`src/rtl/capture_rle_fifo_if.sv`:
```
// Handshake bundle between a producer/consumer and the capture FIFO.
// The FIFO attaches as slave; the surrounding logic (or bench) drives the master side.
interface capture_rle_fifo_if #(
    parameter int WIDTH   = 32,
    parameter int DEPTH_W = 5
);
    logic               flush_i;
    logic               wr_push_i;
    logic [WIDTH-1:0]   wr_data_i;
    logic               wr_full_o;
    logic               wr_afull_o;
    logic               rd_pop_i;
    logic [WIDTH-1:0]   rd_data_o;
    logic               rd_empty_o;
    logic [DEPTH_W:0]   level_o;
    logic               overflow_o;

    modport master (
        output flush_i, wr_push_i, wr_data_i, rd_pop_i,
        input  wr_full_o, wr_afull_o, rd_data_o, rd_empty_o, level_o, overflow_o
    );

    modport slave (
        input  flush_i, wr_push_i, wr_data_i, rd_pop_i,
        output wr_full_o, wr_afull_o, rd_data_o, rd_empty_o, level_o, overflow_o
    );
endinterface

```
`src/rtl/capture_rle_fifo_ram.sv`:
```
// Single-clock simple dual-port RAM, WIDTH x 2^DEPTH_W, registered read.
// Contents and read register are deliberately left unreset so the array maps to block RAM.
module capture_rle_fifo_ram #(
    parameter int WIDTH   = 32,
    parameter int DEPTH_W = 5
) (
    input  logic               clk,
    input  logic               wr_en,
    input  logic [DEPTH_W-1:0] wr_addr,
    input  logic [WIDTH-1:0]   wr_data,
    input  logic               rd_en,
    input  logic [DEPTH_W-1:0] rd_addr,
    output logic [WIDTH-1:0]   rd_data
);
    logic [WIDTH-1:0] mem [1<<DEPTH_W];

    always_ff @(posedge clk) begin
        if (wr_en) begin
            mem[wr_addr] <= wr_data;
        end
        if (rd_en) begin
            rd_data <= mem[rd_addr];
        end
    end
endmodule

```
`src/rtl/capture_rle_fifo.sv`:
```
// First-word-fall-through FIFO: block RAM with registered read, a RAM output stage and a skid
// register, so the head word is held stable while the RAM prefetches behind it.
module capture_rle_fifo #(
    parameter int WIDTH     = 32,
    parameter int DEPTH_W   = 5,
    parameter int AFULL_LVL = (1 << DEPTH_W) - 4
) (
    input  logic              clk_i,
    input  logic              rst_i,
    capture_rle_fifo_if.slave bus
);
    localparam int               DEPTH   = 1 << DEPTH_W;
    localparam logic [DEPTH_W:0] DEPTH_L = (DEPTH_W + 1)'(DEPTH);
    localparam logic [DEPTH_W:0] AFULL_L = (DEPTH_W + 1)'(AFULL_LVL);

    logic [DEPTH_W-1:0] wr_ptr_reg;
    logic [DEPTH_W-1:0] rd_ptr_reg;
    logic [DEPTH_W:0]   ram_cnt_reg;   // words in RAM not yet fetched into the output stages
    logic [DEPTH_W:0]   level_reg;
    logic               q_valid_reg;   // RAM read register holds a live word
    logic               skid_valid_reg;
    logic [WIDTH-1:0]   skid_data_reg;
    logic               overflow_reg;
    logic [WIDTH-1:0]   ram_q;

    logic full;
    logic head_valid;
    logic wr_acc;
    logic pop_acc;
    logic rd_en;

    assign full       = (level_reg == DEPTH_L);
    assign head_valid = skid_valid_reg | q_valid_reg;
    assign wr_acc     = bus.wr_push_i & ~full & ~bus.flush_i;
    assign pop_acc    = bus.rd_pop_i & head_valid & ~bus.flush_i;
    // Prefetch depends only on registered state, never on rd_pop_i.
    assign rd_en      = (ram_cnt_reg != '0) & ~(skid_valid_reg & q_valid_reg) & ~bus.flush_i;

    capture_rle_fifo_ram #(
        .WIDTH   (WIDTH),
        .DEPTH_W (DEPTH_W)
    ) u_ram (
        .clk     (clk_i),
        .wr_en   (wr_acc),
        .wr_addr (wr_ptr_reg),
        .wr_data (bus.wr_data_i),
        .rd_en   (rd_en),
        .rd_addr (rd_ptr_reg),
        .rd_data (ram_q)
    );

    always_ff @(posedge clk_i or posedge rst_i) begin
        if (rst_i) begin
            wr_ptr_reg     <= '0;
            rd_ptr_reg     <= '0;
            ram_cnt_reg    <= '0;
            level_reg      <= '0;
            q_valid_reg    <= 1'b0;
            skid_valid_reg <= 1'b0;
            skid_data_reg  <= '0;
            overflow_reg   <= 1'b0;
        end else if (bus.flush_i) begin
            wr_ptr_reg     <= '0;
            rd_ptr_reg     <= '0;
            ram_cnt_reg    <= '0;
            level_reg      <= '0;
            q_valid_reg    <= 1'b0;
            skid_valid_reg <= 1'b0;
            overflow_reg   <= 1'b0;
        end else begin
            if (wr_acc) begin
                wr_ptr_reg <= wr_ptr_reg + 1'b1;
            end
            if (rd_en) begin
                rd_ptr_reg <= rd_ptr_reg + 1'b1;
            end
            ram_cnt_reg <= ram_cnt_reg + (DEPTH_W + 1)'(wr_acc) - (DEPTH_W + 1)'(rd_en);
            level_reg   <= level_reg + (DEPTH_W + 1)'(wr_acc) - (DEPTH_W + 1)'(pop_acc);
            if (bus.wr_push_i && full) begin
                overflow_reg <= 1'b1;
            end
            // The RAM word is consumed only when it is the head, i.e. the skid is empty.
            q_valid_reg <= rd_en | (q_valid_reg & ~(pop_acc & ~skid_valid_reg));
            if (skid_valid_reg) begin
                if (pop_acc) begin
                    skid_valid_reg <= 1'b0;
                end
            end else if (q_valid_reg && !pop_acc && rd_en) begin
                // Park the unpopped head before the prefetch overwrites the read register.
                skid_valid_reg <= 1'b1;
                skid_data_reg  <= ram_q;
            end
        end
    end

    assign bus.wr_full_o  = full;
    assign bus.wr_afull_o = (level_reg >= AFULL_L);
    assign bus.rd_empty_o = ~head_valid;
    assign bus.rd_data_o  = skid_valid_reg ? skid_data_reg : (q_valid_reg ? ram_q : '0);
    assign bus.level_o    = level_reg;
    assign bus.overflow_o = overflow_reg;
endmodule

```
`src/flat_wrapper.sv`:
```
// flat-port wrapper written by rule: the top's interface ports become plain ports
module capture_rle_fifo_flat 
#(
    parameter int WIDTH     = 32,
    parameter int DEPTH_W   = 5,
    parameter int AFULL_LVL = (1 << DEPTH_W) - 4
)
  (clk_i, rst_i, bus_flush_i, bus_wr_push_i, bus_wr_data_i, bus_rd_pop_i, bus_wr_full_o, bus_wr_afull_o, bus_rd_data_o, bus_rd_empty_o, bus_level_o, bus_overflow_o);
  capture_rle_fifo_if #(.WIDTH(WIDTH), .DEPTH_W(DEPTH_W)) bus_i ();
  input  logic clk_i;
  input  logic rst_i;
  input wire logic [$bits(bus_i.flush_i)-1:0] bus_flush_i;
  input wire logic [$bits(bus_i.wr_push_i)-1:0] bus_wr_push_i;
  input wire logic [$bits(bus_i.wr_data_i)-1:0] bus_wr_data_i;
  input wire logic [$bits(bus_i.rd_pop_i)-1:0] bus_rd_pop_i;
  output wire logic [$bits(bus_i.wr_full_o)-1:0] bus_wr_full_o;
  output wire logic [$bits(bus_i.wr_afull_o)-1:0] bus_wr_afull_o;
  output wire logic [$bits(bus_i.rd_data_o)-1:0] bus_rd_data_o;
  output wire logic [$bits(bus_i.rd_empty_o)-1:0] bus_rd_empty_o;
  output wire logic [$bits(bus_i.level_o)-1:0] bus_level_o;
  output wire logic [$bits(bus_i.overflow_o)-1:0] bus_overflow_o;
  assign bus_i.flush_i = bus_flush_i;
  assign bus_i.wr_push_i = bus_wr_push_i;
  assign bus_i.wr_data_i = bus_wr_data_i;
  assign bus_i.rd_pop_i = bus_rd_pop_i;
  assign bus_wr_full_o = bus_i.wr_full_o;
  assign bus_wr_afull_o = bus_i.wr_afull_o;
  assign bus_rd_data_o = bus_i.rd_data_o;
  assign bus_rd_empty_o = bus_i.rd_empty_o;
  assign bus_level_o = bus_i.level_o;
  assign bus_overflow_o = bus_i.overflow_o;
  capture_rle_fifo #(.WIDTH(WIDTH), .DEPTH_W(DEPTH_W), .AFULL_LVL(AFULL_LVL)) u_core (.clk_i(clk_i), .rst_i(rst_i), .bus(bus_i));
endmodule
```
`config.mk`:
```
export PLATFORM = sky130hd
export DESIGN_NAME = capture_rle_fifo_flat
export DESIGN_NICKNAME = d
export VERILOG_FILES = /design/src/rtl/capture_rle_fifo_if.sv /design/src/rtl/capture_rle_fifo_ram.sv /design/src/rtl/capture_rle_fifo.sv /design/src/flat_wrapper.sv
export SDC_FILE = /design/constraint.sdc
export NUM_CORES = 1
export LEC_CHECK = 0
export ABC_AREA = 1
export BUFFER_PORTS_ARGS = -buffer_cell sky130_fd_sc_hd__clkbuf_2
export CORE_MARGIN = 1
export CORE_UTILIZATION = 23
export CTS_BUF_LIST = sky130_fd_sc_hd__clkbuf_8
export CTS_CLUSTER_DIAMETER = 150
export DETAILED_ROUTE_END_ITERATION = 6
export GPL_ROUTABILITY_DRIVEN = 1
export SLEW_MARGIN = 20
export SYNTH_ARGS = -nofsm -noshare
export SYNTH_HDL_FRONTEND = slang
export SYNTH_SLANG_ARGS = --single-unit
```
`constraint.sdc`:
```
create_clock -name clk_i -period 3.9 [get_ports clk_i]
set_input_delay 0.195 -clock clk_i [delete_from_list [all_inputs] [get_ports clk_i]]
set_output_delay 0.195 -clock clk_i [all_outputs]
set_load 0.02 [all_outputs]
```
# ---- Word-level counts from Yosys, hierarchy flattened
# Memories as Yosys holds them, arrays and structs flattened. A register that Yosys moved wholly into a read port is not among the register bits.
# Index checks and enable logic that the tools add are counted.
dict set report totals {
  register_bits 57
  ram_bits 1024
  in_bits 37
  out_inout_bits 42
  elab_cells 60
  mem_count 1
}
# name words width read_ports rd_clocked_by_memory_dff write_ports line_no
set memory_table {}
lappend memory_table {u_core.u_ram.mem 32 32 1 1 1 capture_rle_fifo_ram.sv:15} ;# logic [WIDTH-1:0] mem [1<<DEPTH_W];
dict set report classes {
  n_addsub 6
  n_lt_le_gt_ge 1
  eq_ne 1
  muxes 17
  bitwise 17
  n_reduce_logical 9
}
# cell count
set op_table {}
lappend op_table {{$mux W32} 2}
lappend op_table {{$mux W5} 4}
lappend op_table {{$add A6 B1 Y6} 2}
lappend op_table {{$mux W6} 2}
lappend op_table {{$sub A6 B1 Y6} 2}
lappend op_table {{$add A5 B1 Y5 const B} 2}
lappend op_table {{$and A1 B1 Y1} 9}
lappend op_table {{$mux W1} 9}
lappend op_table {{$eq A6 B6 Y1 const B} 1}
lappend op_table {{$ge A6 B5 Y1 const B} 1}
lappend op_table {{$not A1 Y1} 6}
lappend op_table {{$reduce_bool A2 Y1} 3}
lappend op_table {{$reduce_bool A6 Y1} 1}
lappend op_table {{$logic_and A1 B1 Y1} 3}
lappend op_table {{$reduce_and A3 Y1} 1}
lappend op_table {{$or A1 B1 Y1} 2}
lappend op_table {{$logic_not A1 Y1} 1}

# ---- Longest topological paths before layout
# Gate-level depths: netlist of the first run.
dict set report depth {
  depth_word 9
  depth_mapped 14
  depth_no_buf 14
}

# ---- By module
# Synthesis of the first run repeated with hierarchy kept, for this count alone.
dict set report unflattened {
  hier_cells 4000
  hier_area_um2 46203.1
}
# mod instances cells_per_inst area_each_um2 seq_area_each_um2
set by_module_without_submodules {}
lappend by_module_without_submodules {capture_rle_fifo_ram 1 3536 42726.0 31710.4}
lappend by_module_without_submodules {capture_rle_fifo 1 464 3477.1 1426.4}

# ---- Worst setup path before layout of the first run
# No wires, ideal clock.
dict set report synth_path {
  path_kind {reg-to-reg}
  start {register u_core.level_reg[2], in the netlist u_core.bus.level_o[2]}
  end {memory u_core.u_ram.mem[0][0] (enable)}
  setup_time_ns 0.421
  arrival_time_ns 2.812
  required_ns 3.479
  slack_ns 0.667
  stages_incl_launch_ff 8
  path_buffers 0
  period_less_slack_ns 3.233
  path_cell_list {dfrtp_1 > inv_1 > ha_1 > nand4_1 > nand2_1 > nor2_2 > nand2_1 > nor2_1}
}
dict set report synth_via {
  elab_chain_cells 6
}
# item line_no
set synth_lines {}
lappend synth_lines {{from (decl)} capture_rle_fifo.sv:19} ;# logic [DEPTH_W:0] level_reg;
lappend synth_lines {{from (signal assigned)} capture_rle_fifo.sv:78} ;# level_reg <= level_reg + (DEPTH_W + 1)'(wr_acc) - (DEPTH_W + 1)'(pop_acc);
lappend synth_lines {{$eq A6 B6 Y1} capture_rle_fifo.sv:32} ;# assign full = (level_reg == DEPTH_L);
lappend synth_lines {{$not A1 Y1} capture_rle_fifo.sv:34} ;# assign wr_acc = bus.wr_push_i & ~full & ~bus.flush_i;
lappend synth_lines {{$and A1 B1 Y1 (2 in series)} capture_rle_fifo.sv:34}
lappend synth_lines {{$mux W1} capture_rle_fifo_ram.sv:18} ;# if (wr_en) begin
lappend synth_lines {{$mux W1 (implied by the code)} capture_rle_fifo_ram.sv:19} ;# mem[wr_addr] <= wr_data;
lappend synth_lines {{to (decl)} capture_rle_fifo_ram.sv:15}
# No other way between the ends.

# ---- Final worst setup path of the first run
dict set report layout_path {
  start {register u_core.ram_cnt_reg[2]}
  end {register u_core.skid_valid_reg}
}
dict set report layout_via {
  elab_chain_cells 7
}
# item line_no
set layout_lines {}
lappend layout_lines {{from (decl)} capture_rle_fifo.sv:18} ;# logic [DEPTH_W:0] ram_cnt_reg;
lappend layout_lines {{from (signal assigned)} capture_rle_fifo.sv:77} ;# ram_cnt_reg <= ram_cnt_reg + (DEPTH_W + 1)'(wr_acc) - (DEPTH_W + 1)'(rd_en);
lappend layout_lines {{$reduce_bool A6 Y1} capture_rle_fifo.sv:37} ;# assign rd_en = (ram_cnt_reg != '0) & ~(skid_valid_reg & q_valid_reg) & ~bus.flush_i;
lappend layout_lines {{$and A1 B1 Y1 (2 in series)} capture_rle_fifo.sv:37}
lappend layout_lines {{$logic_and A1 B1 Y1} capture_rle_fifo.sv:88} ;# end else if (q_valid_reg && !pop_acc && rd_en) begin
lappend layout_lines {{$mux W1} capture_rle_fifo.sv:88}
lappend layout_lines {{$mux W1} capture_rle_fifo.sv:84} ;# if (skid_valid_reg) begin
lappend layout_lines {{$mux W1} capture_rle_fifo.sv:62} ;# end else if (bus.flush_i) begin
lappend layout_lines {{to (signal assigned)} capture_rle_fifo.sv:68} ;# skid_valid_reg <= 1'b0;
lappend layout_lines {{to (signal assigned)} capture_rle_fifo.sv:86} ;# skid_valid_reg <= 1'b0;
lappend layout_lines {{to (signal assigned)} capture_rle_fifo.sv:90} ;# skid_valid_reg <= 1'b1;
lappend layout_lines {{to (decl)} capture_rle_fifo.sv:21} ;# logic skid_valid_reg;
# No other way between the ends.
# A chain may end at the register's enable or synchronous reset.

==> impl_metrics.toml, run 1 <==
[outcome]
status = "finished clean"

[synthesis]
syn-num-nets = 4888
synth_top_family_by_area = "simple AND/OR/NAND/NOR gates"
ys_seq_area_share_pct = 67.70
synth_area_mm2 = 0.04895
yosys.area_share.simple_pct = 21.14
yosys.area_share.adder_pct = 0.6697
synth_top_area_share_pct = 64.78
synthMuxAreaShare_pct = 0
yosys-top-cells-area = "edfxtp_1, nand2_1, inv_1, nand3_1, dfrtp_1"
synth.avg_cell_area_um2 = 10.14
yosysTopAreaCell = "edfxtp_1"
async_flop_share_pct = 5.121
synth_edf_count = 1056
netlist_instances = 4826
synth.most_common_cell = "nand2_1"
synth_commonest_cells = "nand2_1, edfxtp_1, inv_1"
synth.distinct_cells = 28
yosysWarnings = 0
synth_compound_area_share_pct = 1.339
ys_seq_elements = 1113
synth_xor_area_share_pct = 0.05368
ys_dominant_reg_cell = "edfxtp_1"

[critical_path]
rr_startpoint = "u_core.ram_cnt_reg[2]"
cp_max_fo = 49
critPathLaunchType = "register"
critPathTopFamily = "buffers and inverters"
regToRegSetupSlack_ps = 810
worstReg2RegEnd = "u_core.skid_valid_reg"
crit_chain = "inv_1 -> ha_1 -> nand4_1 -> o21ai_4 -> nor2_4 -> buf_4 -> nand2_2 -> o31ai_1 -> dlygate4sd3_1"
timing.critical_path.buf_inv = 3
arrival_ps = 3910
crit_path_end_kind = "register"
crit_path_top_delay_cell = "nand2_2"
reg2reg_depth = 9
slowest_delay_ps = 670
cp.required_ps = 4710
path_class = "reg2reg"

[sta]
fin_ws_ps = 806.4
period_share_pct = 79.32
slew_violations = 0
max_freq_ghz = 0.3232
finalSetupTns_ps = 0
finalSetupViolCount = 0
period_minus_slack_ps = 3094
hold_viol_final = 0
max_slew_margin_pct = 20.51
skew_ps = 43.00
worst_pin_slew_ps = 1192
rsz0062_at_grt = "no"

[drt]
highest_layer = "met5"
drc_errors = 0
ant_nets = 0
via_count = 33510
wirelength_um = 141500
drtIter0Drc = 3905
detail_route.wl_per_cell_um = 17.94
wl_met2_um = 59620
m1WireLength_um = 61790
wl_met3_um = 16870
vias_per_cell = 4.249
firstDrtPassIters = 6

[floorplan]
io_pins = 79
core_mm2 = 0.2106
row_count = 168
die_h_um = 463.3
die_area_mm2 = 0.2147
die_w_um = 463.3
initial_utilization_pct = 23.24

[power]
power_mw = 34.22
leakage_nw = 23.63
powerDensity_mw_per_mm2 = 608.7
ir_drop_uv = 381.1

[placed_design]
place_ws_ps = 933.7
place.gp.congestion = 0.8844
numPortBuffers = 78
dp_hpwl_um = 86310

[hold_path]
min_delay_path_depth = 1
min_from = "bus_wr_data_i[24]"
holdPathEnd = "u_core.u_ram.mem[5][24]"
min_path_type = "in2reg"

[clock_tree]
cts_tree = "built"
htree_levels = 4
clk_latency_ps = 910
cts_resized = 0
cts_setup_buffers = 0
clkSinkCount = 1113
clock-root-buffer = "clkbuf_8"
clock_path_buffers = 3
clk_pin_slew_ps = 60
numCtsBuffers = 174

[finish]
syn2layout_area_growth_pct = 14.85
nets = 5010
largest_reg_flops = 1024
drive_above_1_share_pct = 10.41
utilization_pct = 26.69

[grt]
first_global_vias = 31570
grt_start_max_net_pins = 135
grt_pass1_wl_um = 207200
overflow = 0
antenna_found_initial = 25
groute.usage.overall_pct = 12.90

[flow_run]
cap_violations = 0
-- metal layers --
| layer | up-vias | global-route usage, % |
|---|---|---|
| li1 | 15670 | - |
| met3 | 219 | 4.295 |
| met4 | 14 | 3.941 |
| met1 | 16070 | 18.16 |
| met2 | 1537 | 18.51 |
| met5 | - | 0 |
-- report_power, final --
group | switching, mW | total (mW) | internal [mW]
sequential | 0.666 | 14.4 | 13.7
combinational | 7.73 | 10.7 | 3.00
clock | 4.70 | 9.13 | 4.43
total | 13.1 | 34.2 | 21.1
-- cell usage in the layout (no fill, tap or decap), types with 23 or more instances in the layout --
master and instances:
nor2_1 47, nand2_1 1668, nor2_4 33, inv_1 882
o21ai_0 94, edfxtp_1 1056, clkinv_1 50, clkbuf_2 75
clkbuf_8 177, buf_12 35, ha_1 23, buf_4 59
nand3_1 620, dfrtp_1 53, or2_2 96
-- worst max path at each step --
| stage | start | endpoint | slack [ps] | cells past startpoint |
|---|---|---|---|---|
| global placement | u_core.rd_ptr_reg[4] | u_core.u_ram.rd_data[22] | 890 | 4 |
| global route | u_core.ram_cnt_reg[2] | u_core.skid_valid_reg | 580 | 9 |
| detailed placement | u_core.ram_cnt_reg[2] | u_core.skid_data_reg[19] | 930 | 10 |
| finish | u_core.ram_cnt_reg[2] | u_core.skid_valid_reg | 810 | 9 |
| CTS | u_core.ram_cnt_reg[2] | u_core.skid_valid_reg | 720 | 9 |
| floorplan | u_core.bus.level_o[2] | u_core.u_ram.mem[0][0] | 670 | 7 |
-- per-stage QoR --
stage	hold WS, ps	area [µm²]	cells
after global routing	44.80	56210	7886
after CTS	36.91	56150	7882
after global placement	161.8	52960	7565
final	73.49	56220	7887
after detailed placement	162.6	52960	7565
after floorplan	281.3	48950	4826
-- what timing repair did --
action | in CTS | in global routing
hold buffers | 9 | 1
endpoints found under the setup margin | 0 | 0
endpoints found under the hold margin | 139 | 11
-- final cells by class --
cell class,instances,area (µm²)
clock buffers,177,2436
inverters,843,3184
flip-flops and latches,1113,33150
fillers,22150,154400
well taps,2805,3510
diodes,2,5.005
repair buffers,183,1664
clock inverters,131,665.6
multi-input cells,2633,11600
-- logic make-up (layout without fill, tap and decap cells) --
group / after synthesis / count (layout)
buffers and inverters: 1080 / 1334
AO/OA/AOI/OAI: 128 / 128
adder cells (fa/ha/maj): 25 / 25
XOR/XNOR: 3 / 3
other: 0 / 2
AND/OR/NAND/NOR: 2477 / 2477
flip-flops: 1113 / 1113
Power figures use the tool's default switching activity.
==> run 2: changes to the inputs <==
- ABC_AREA: 1 -> 0
- clock period: 3.9 -> 2.64 ns (I/O delays scaled with it)
==> run 2 against run 1 <==
  * Clock skew shrank 3.3 ps
  * Via count fell by 32%
  * Non-clock buffer count up 99
  * Global-route usage down 1.4 points
  * Wire length shrank 21%
  * Setup slack lost 750 ps
  * Total power rose by 33%
  * Sequential share of layout area up 4.4 points
  * Critical path type unchanged
  * Critical endpoint is now u_core.u_ram.rd_data[26]
  * Largest cell class unchanged
  * Largest power group unchanged
==> impl_metrics.toml, run 2 <==
[outcome]
status = "finished clean"

[synthesis]
synth.avg_cell_area_um2 = 19.61
ys_dominant_reg_cell = "edfxtp_1"
synth_edf_count = 1056
yosysTopAreaCell = "edfxtp_1"
synth.distinct_cells = 47
ys_seq_elements = 1113
yosysWarnings = 0
synth_top_area_share_pct = 73.25
yosys-top-cells-area = "edfxtp_1, mux4_2, mux2_2, dfrtp_1, mux2i_1"
synth.most_common_cell = "edfxtp_1"
synth_commonest_cells = "edfxtp_1, mux2_2, mux4_2"
async_flop_share_pct = 5.121
synth_area_mm2 = 0.04329
syn-num-nets = 2269
ys_seq_area_share_pct = 76.55
netlist_instances = 2207

[sta]
hold_viol_final = 0
finalSetupViolCount = 0
max_slew_margin_pct = 37.81
finalSetupTns_ps = 0
slew_violations = 0
worst_pin_slew_ps = 932.9
period_share_pct = 97.97
skew_ps = 39.69
rsz0062_at_grt = "no"
period_minus_slack_ps = 2586
max_freq_ghz = 0.3866

[finish]
syn2layout_area_growth_pct = 20.79
utilization_pct = 28.08
drive_above_1_share_pct = 31.80
largest_reg_flops = 1024
num-fill-cells = 18440
stdcell_area_mm2 = 0.05229
final_common_cell = "edfxtp_1"
nets = 2605
multi_input_area_mm2 = 0.009791
ff_latch_area_mm2 = 0.03315
final_cell_mix = "edfxtp_1, clkbuf_8, mux2_2"
fin_cells = 5173

[floorplan]
row_count = 158
initial_utilization_pct = 23.25
die_h_um = 435.8
io_pins = 79
die_area_mm2 = 0.1900
core_mm2 = 0.1862
die_w_um = 435.8

[drt]
drtIter0Drc = 2115
ant_nets = 0
detail_route.wl_per_cell_um = 21.56
wirelength_um = 111500
via_count = 22630
firstDrtPassIters = 6
drc_errors = 0
vias_per_cell = 4.374

[placed_design]
dp_hpwl_um = 70600
place_area_mm2 = 0.04862
place.gp.congestion = 0.8069
numPortBuffers = 78
dp_cells = 4818

[power]
switchingPower_mw = 13.27
internal-power_mw = 32.18
swShare_pct = 29.20
ir_drop_uv = 577.2
power_mw = 45.45
p_comb_share_pct = 23.3
leakage_nw = 16.71
powerDensity_mw_per_mm2 = 869.2
p_clk_share_pct = 31.0
seq_power_share_pct = 45.7

[grt]
antenna_found_initial = 13
first_global_vias = 22990
grt_start_max_net_pins = 53
overflow = 0
grt_pass1_wl_um = 161600
groute.usage.overall_pct = 11.51

[critical_path]
cp_max_fo = 38
path_class = "reg2reg"
critPathLaunchType = "register"
arrival_ps = 3190
crit_path_end_kind = "register"
cp.required_ps = 3240
rr_startpoint = "u_core.rd_ptr_reg[0]"
reg2reg_depth = 6
regToRegSetupSlack_ps = 50
worstReg2RegEnd = "u_core.u_ram.rd_data[26]"

[hold_path]
holdPathEnd = "u_core.u_ram.mem[15][19]"
min_from = "bus_wr_data_i[19]"
min_delay_path_depth = 1
min_path_type = "in2reg"

[clock_tree]
numCtsBuffers = 182
clock_path_buffers = 3
cts_setup_buffers = 0
clk_pin_slew_ps = 60
clk_latency_ps = 880
clock-root-buffer = "clkbuf_8"
htree_levels = 4
clkSinkCount = 1113
cts_tree = "built"

[flow_run]
cap_violations = 0
==> run 2: cell types whose count changed after synthesis, moves of 77 or more <==
cell | previous run | this run
nand2_1 | 1669 | 50
inv_1 | 838 | 21
nand3_1 | 620 | 7
mux2_2 | 0 | 186
mux4_2 | 0 | 128
a22oi_1 | 0 | 95
mux2i_1 | 0 | 94
or2_2 | 96 | 2
buf_2 | 113 | 34
o21ai_0 | 94 | 17
==> run 2: repair_timing <==
action,CTS,global route
endpoints found under the hold margin,384,32
endpoints found under the setup margin,17,8
hold buffers,19,1
cloned,0,1
resized for setup,3,5
==> run 2: metal layers <==
layer	global-route usage, %	routed length [µm]	vias to the layer above
met2	17.30	50260	884
met1	16.23	49910	11810
met3	3.233	9510	159
met5	0	51	-
met4	2.949	1801	8
li1	-	-	9763
==> run 2: worst max-delay path: stages, from the launching register on <==
cell and delay [ps]:
dfrtp_4 440, buf_12 130, buf_12 250, mux4_2 570, a22oi_1 500, nand4_1 200, buf_4 170
==> run 2: stage by stage <==
stage,hold slack (ps),setup slack (ps)
floorplan,230.9,-91.08
global placement,410.5,65.55
detailed placement,419.5,48.46
CTS,0.3381,7.274
global route,55.28,11.42
finish,48.20,53.66
==> run 2: cell families after synthesis <==
group                      count (synthesis)  synth area share, %
xor gates and xnor gates                  14               0.2833
DFF                                     1113                76.55
muxes                                    415                13.85
AOI/OAI and AO/OA                        273                4.364
buffers and inverters                    151                1.607
adders and majority gates                 25               0.7573
and+or+nand+nor                          216                2.587
==> run 2: cell type report <==
class | instances | share of cell area (%)
antenna | 4 | 0.01914
clock buffer | 187 | 4.922
clock inverter | 143 | 1.567
inverter | 21 | 0.1531
multi-input combinational | 943 | 18.72
sequential | 1113 | 63.39
tap | 2480 | 5.934
timing repair buffer | 282 | 5.290
==> run 2: worst max path at each step <==
stage	startpoint	endpoint	slack (ps)	depth (start not counted)
after CTS	u_core.skid_valid_reg	bus_rd_data_o[7]	7	5
after global routing	u_core.skid_valid_reg	bus_rd_data_o[9]	10	5
after global placement	u_core.rd_ptr_reg[0]	u_core.u_ram.rd_data[31]	70	8
final	u_core.rd_ptr_reg[0]	u_core.u_ram.rd_data[26]	50	6
after floorplan	u_core.bus.level_o[2]	u_core.u_ram.mem[20][0]	-90	7
after detailed placement	u_core.rd_ptr_reg[0]	u_core.u_ram.rd_data[31]	50	8
==> run 2: power groups by stage <==
stage	combinational (mW)	clock, mW	sequential [mW]
after floorplan	6.68	0	20.8
after global placement	10.5	0	21.1
after detailed placement	10.5	0	21.1
after CTS	10.6	14.5	20.8
after global routing	11.3	15.2	20.8
final	10.6	14.1	20.8
